===== src/rtl/resp_pkg.sv =====
// Shared constants and FSM state type for the response FIFO reader.
package resp_pkg;
  localparam int WIDTH  = 21;
  localparam int TAG_W  = 5;
  localparam int DATA_W = 16;
  localparam int CNT_W  = 10;

  localparam int TAG_MSB  = WIDTH - 1;
  localparam int TAG_LSB  = DATA_W;
  localparam int DATA_MSB = DATA_W - 1;

  typedef enum logic [1:0] {
    ST_IDLE  = 2'd0,
    ST_DRAIN = 2'd1,
    ST_DONE  = 2'd2
  } state_e;
endpackage


===== src/rtl/resp_skid_buf.sv =====
// Two-entry in-order buffer between FIFO pops and the downstream valid/ready port.
module resp_skid_buf #(
  parameter int DW = resp_pkg::WIDTH
) (
  input  logic          clk,
  input  logic          reset,
  input  logic          i_push,
  input  logic [DW-1:0] i_data,
  input  logic          i_pop,
  output logic [1:0]    o_cnt,
  output logic [DW-1:0] o_head,
  output logic          o_not_empty
);
  logic [DW-1:0] r_mem [0:1];
  logic          r_wr_ptr;
  logic          r_rd_ptr;
  logic [1:0]    r_cnt;

  // Storage, pointers and occupancy; caller never pushes when full or pops when empty.
  always_ff @(posedge clk or posedge reset) begin
    if (reset) begin
      r_mem[0] <= '0;
      r_mem[1] <= '0;
      r_wr_ptr <= 1'b0;
      r_rd_ptr <= 1'b0;
      r_cnt    <= 2'd0;
    end else begin
      if (i_push) begin
        r_mem[r_wr_ptr] <= i_data;
        r_wr_ptr        <= ~r_wr_ptr;
      end
      if (i_pop) begin
        r_rd_ptr <= ~r_rd_ptr;
      end
      case ({i_push, i_pop})
        2'b10:   r_cnt <= r_cnt + 2'd1;
        2'b01:   r_cnt <= r_cnt - 2'd1;
        default: r_cnt <= r_cnt;
      endcase
    end
  end

  assign o_cnt       = r_cnt;
  assign o_head      = r_mem[r_rd_ptr];
  assign o_not_empty = (r_cnt != 2'd0);
endmodule


===== src/rtl/resp_fifo_reader.sv =====
// Drains a requested number of tagged responses from the response FIFO,
// checks tag sequence and forwards tag/payload over a valid/ready port.
module resp_fifo_reader #(
  parameter int WIDTH  = resp_pkg::WIDTH,
  parameter int TAG_W  = resp_pkg::TAG_W,
  parameter int DATA_W = resp_pkg::DATA_W,
  parameter int CNT_W  = resp_pkg::CNT_W
) (
  input  logic              clk,
  input  logic              reset,
  input  logic              start,
  input  logic [CNT_W-1:0]  len,
  output logic              busy,
  output logic              done,
  output logic              err,
  input  logic              fifo_empty,
  input  logic [WIDTH-1:0]  fifo_data,
  output logic              fifo_read,
  output logic              out_valid,
  input  logic              out_ready,
  output logic [TAG_W-1:0]  out_tag,
  output logic [DATA_W-1:0] out_data
);
  import resp_pkg::*;

  state_e           r_state;
  logic [CNT_W-1:0] r_len_q;
  logic [CNT_W-1:0] r_pop_cnt;
  logic [CNT_W-1:0] r_acc_cnt;
  logic [TAG_W-1:0] r_exp_tag;
  logic             r_err;

  logic [1:0]       w_buf_cnt;
  logic [WIDTH-1:0] w_head;
  logic             w_buf_ne;
  logic             w_pop;
  logic             w_accept;
  logic             w_tag_bad;
  logic [CNT_W-1:0] w_acc_next;

  // Pop decision uses only registered state so out_ready never reaches the FIFO.
  assign w_pop      = (r_state == ST_DRAIN) && !fifo_empty &&
                      (w_buf_cnt < 2'd2) && (r_pop_cnt < r_len_q);
  assign w_accept   = w_buf_ne && out_ready;
  assign w_tag_bad  = (fifo_data[WIDTH-1:DATA_W] != r_exp_tag);
  assign w_acc_next = r_acc_cnt + CNT_W'(1);

  resp_skid_buf #(
    .DW(WIDTH)
  ) u_buf (
    .clk         (clk),
    .reset       (reset),
    .i_push      (w_pop),
    .i_data      (fifo_data),
    .i_pop       (w_accept),
    .o_cnt       (w_buf_cnt),
    .o_head      (w_head),
    .o_not_empty (w_buf_ne)
  );

  // Drain FSM with its counters, expected-tag tracker and sticky error.
  always_ff @(posedge clk or posedge reset) begin
    if (reset) begin
      r_state   <= ST_IDLE;
      r_len_q   <= '0;
      r_pop_cnt <= '0;
      r_acc_cnt <= '0;
      r_exp_tag <= '0;
      r_err     <= 1'b0;
    end else begin
      case (r_state)
        ST_IDLE: begin
          if (start) begin
            r_len_q   <= len;
            r_pop_cnt <= '0;
            r_acc_cnt <= '0;
            r_exp_tag <= '0;
            r_err     <= 1'b0;
            r_state   <= (len != '0) ? ST_DRAIN : ST_DONE;
          end
        end
        ST_DRAIN: begin
          if (w_pop) begin
            r_pop_cnt <= r_pop_cnt + CNT_W'(1);
            r_exp_tag <= r_exp_tag + TAG_W'(1);
            if (w_tag_bad) begin
              r_err <= 1'b1;
            end
          end
          if (w_accept) begin
            r_acc_cnt <= w_acc_next;
            if (w_acc_next == r_len_q) begin
              r_state <= ST_DONE;
            end
          end
        end
        ST_DONE: begin
          r_state <= ST_IDLE;
        end
        default: begin
          r_state <= ST_IDLE;
        end
      endcase
    end
  end

  assign busy      = (r_state != ST_IDLE);
  assign done      = (r_state == ST_DONE);
  assign err       = r_err;
  assign fifo_read = w_pop;
  assign out_valid = w_buf_ne;
  assign out_tag   = w_head[WIDTH-1:DATA_W];
  assign out_data  = w_head[DATA_W-1:0];
endmodule

===== config.mk =====
export PLATFORM = sky130hd
export DESIGN_NAME = resp_fifo_reader
export DESIGN_NICKNAME = d
export VERILOG_FILES = /design/src/rtl/resp_pkg.sv /design/src/rtl/resp_skid_buf.sv /design/src/rtl/resp_fifo_reader.sv
export SDC_FILE = /design/constraint.sdc
export NUM_CORES = 1
export LEC_CHECK = 0
export ABC_AREA = 1
export CELL_PAD_IN_SITES_DETAIL_PLACEMENT = 0
export CELL_PAD_IN_SITES_GLOBAL_PLACEMENT = 2
export CORE_ASPECT_RATIO = 0.6
export CORE_MARGIN = 2
export CORE_UTILIZATION = 29
export DETAILED_ROUTE_END_ITERATION = 8
export HOLD_SLACK_MARGIN = 0.03
export PLACE_DENSITY_LB_ADDON = 0.1
export SYNTH_ARGS = -nofsm -noshare
export SYNTH_HDL_FRONTEND = slang
export SYNTH_SLANG_ARGS = --single-unit

===== constraint.sdc =====
create_clock -name clk -period 2.6 [get_ports clk]
set_input_delay 0.39 -clock clk [delete_from_list [all_inputs] [get_ports clk]]
set_output_delay 0.39 -clock clk [all_outputs]
set_load 0.03 [all_outputs]

==> results.toml <==
[detailed_routing]
via_per_inst = 4.58
drt_iter0_drc = 209
routed_wl_um = 12200
drc_errors = 0
vias = 3817
firstDrtPassIters = 5
antenna_left = 0
wl_per_cell_um = 14.7

[sta]
skew_ns = 0.0107
max_slew_margin = 0.725
fmax_mhz = 410
final-max-slew-violation-count = 0
holdWs_ns = 0.363
rsz0062_at_grt = "no"
tns_ns = 0
hold_viol_final = 0
worst_slew_pin_slew_ns = 0.411
report.final.setup_viol = 0
finalCriticalPeriod_ns = 2.44
finalCritPeriodShare = 0.939

[worst_setup_path]
cp.required_ns = 2.21
critical_path_class = "register to output pin"
crit_arrival_ns = 2.05
path_max_fanout = 28
cp-end-kind = "output pin"
start_kind = "register"

[global_routing]
grt-ovfl-total = 0
track_usage = 0.160
grt_max_degree = 47
antenna_found_initial = 0
grt_pass1_wl_um = 19900
grt_pass1_vias = 3733

[run_status]
status = "complete, no violations"

[clock_tree]
root_buffer = "clkbuf_16"
htreeDepth = 3
path_clk_slew_ns = 0.06
post-cts-setup-buffers = 0
clock_latency_ns = 0.34
tritoncts = "built"
cts.sinks = 84
cts_buffers = 9
clock_path_buffers = 2

[logic_synthesis]
synthDominantCellAreaShare = 0.477
ys_seq_area_frac = 0.477
synth.distinct_cells = 33
synthArstFlopShare = 1.00
synth_top_area_cell = "dfrtp_1"
synth_warnings = 0
synthCells = 567
syn_nets = 616
avgSynthCellArea_um2 = 7.77
synth_flop_cell = "dfrtp_1"
synth_edf_count = 0
synth.most_common_cell = "nand2_1"
ys_seq_elements = 84
netlist_top_cells_area = "dfrtp_1, nand2_1, o21ai_0"
netlist_area_um2 = 4410
yosys-top-cells-count = "nand2_1, dfrtp_1, o21ai_0"

[power_and_ir_drop]
power_mw = 6.46
combPwrFrac = 0.450
p_sw_mw = 2.69
vdd_ir_drop_max_v = 0.000439
p_int_mw = 3.77
p_per_area_nw_per_um2 = 1150
clockPowerShare = 0.214
seq_power_share = 0.336
leakage_nw = 2.61
swShare = 0.416

[hold_path]
min_path_type = "input pin to async pin"

[floorplanning]
rows = 34
io_pins = 62
initial_core_util = 0.300
core_um2 = 14700
die_y_um = 99.5
fp.dieW_um = 163
die-area_um2 = 16200

[cells_and_area]
syn_to_final_growth_pct = 27.1
nNetsFinal = 680
drive_gt1_frac = 0.0660
diodes = 0

[place]
detailed_place_hpwl_um = 8880
gp_congestion = 0.795
portBuffers = 61

[flow_run]
max-cap-violations = 0
## state kept, by name, indices dropped and copies added (netlist names)
name / cells
err: 1
u_buf.r_wr_ptr: 1
u_buf.r_rd_ptr: 1
r_acc_cnt: 10
r_state: 2
u_buf.o_cnt: 2
r_pop_cnt: 10
r_exp_tag: 5
u_buf.r_mem: 42
r_len_q: 10
## through the flow
stage               cells  cell area (um^2)  utilization  setup WS [ns]
floorplan             567              4410            -         0.0449
detailed placement    818              5280        0.360          0.305
global placement      818              5280        0.360          0.359
global route          834              5600        0.382         0.0206
CTS                   834              5600        0.381         0.0161
finish                834              5600        0.382          0.158
## cell families (layout without fill, tap and decap cells)
logic type                 after synthesis  after routing  synth area share
DFF                                     84             84             0.477
adders and majority gates               13             13            0.0369
xor gates and xnor gates                13             13            0.0258
AOI/OAI and AO/OA                      109            109             0.131
and+or+nand+nor                        265            265             0.250
muxes                                    1              1           0.00227
buffers and inverters                   82            151            0.0781
## path summary, 6_finish.rpt
kind                           startpoint               to  slack, ns  depth (start not counted)
hold reg to reg            u_buf.o_cnt[1]   u_buf.o_cnt[1]       0.49                          1
setup reg to reg             r_acc_cnt[0]       r_state[0]       0.43                         12
setup / recovery             r_pop_cnt[9]        fifo_read       0.16                          8
min in group clk           u_buf.o_cnt[1]   u_buf.o_cnt[1]       0.49                          1
max in group asynchronous           reset  u_buf.r_mem[33]       1.62                          3
hold / removal                      reset  u_buf.r_mem[24]       0.36                          2
## cells in the final DEF, fill, tap and decap left out, drive strengths merged, types with 2 or more instances in the layout
| master | instances |
|---|---|
| o22ai | 7 |
| o21ai | 81 |
| xor2 | 8 |
| nor4 | 2 |
| clkbuf | 10 |
| nor3 | 4 |
| nand3 | 36 |
| nand2 | 177 |
| clkdlybuf4s50 | 58 |
| nor2 | 38 |
| a21oi | 15 |
| nand4 | 6 |
| buf | 16 |
| bufinv | 2 |
| ha | 13 |
| dfrtp | 84 |
| xnor2 | 5 |
| inv | 60 |
| clkinv | 4 |
| or2 | 2 |
| o211ai | 2 |
## power groups by stage
stage	combinational (mW)	sequential, mW	clock, mW
floorplan	1.95	2.08	0
global placement	2.92	2.18	0
detailed placement	2.92	2.20	0
CTS	2.94	2.18	1.42
global route	3.25	2.24	1.48
finish	2.91	2.17	1.38
## layout make-up
type | count | area (um^2)
Fill cell | 1543 | 9070
Clock buffer | 10 | 229
Timing Repair Buffer | 74 | 746
Sequential cell | 84 | 2100
Inverter | 61 | 230
Tap cell | 198 | 248
Clock inverter | 6 | 86.3
Multi-Input combinational cell | 401 | 1960
## layer usage
metal	wire length (um)	part of all wire	vias up	track usage
met3	575	0.047	8	0.0388
li1	-	-	1960	-
met5	0	0	-	0
met4	97	0.0079	0	0.0347
met1	6830	0.56	1777	0.250
met2	4740	0.39	72	0.220
## worst max-delay path, stage by stage, from the launching register on
cell      delay [ns]
dfrtp_1         0.44
ha_1            0.34
nand2_1         0.08
nor2_1          0.14
o211ai_1        0.12
nand3_2         0.12
buf_8           0.23
inv_1           0.06
buf_4           0.17
## repair_timing
action                     in CTS  in global routing
setup endpoints to repair       0                  1
resized for setup               0                  2
hold buffers                    0                  0
(Power assumes the default switching activity.)
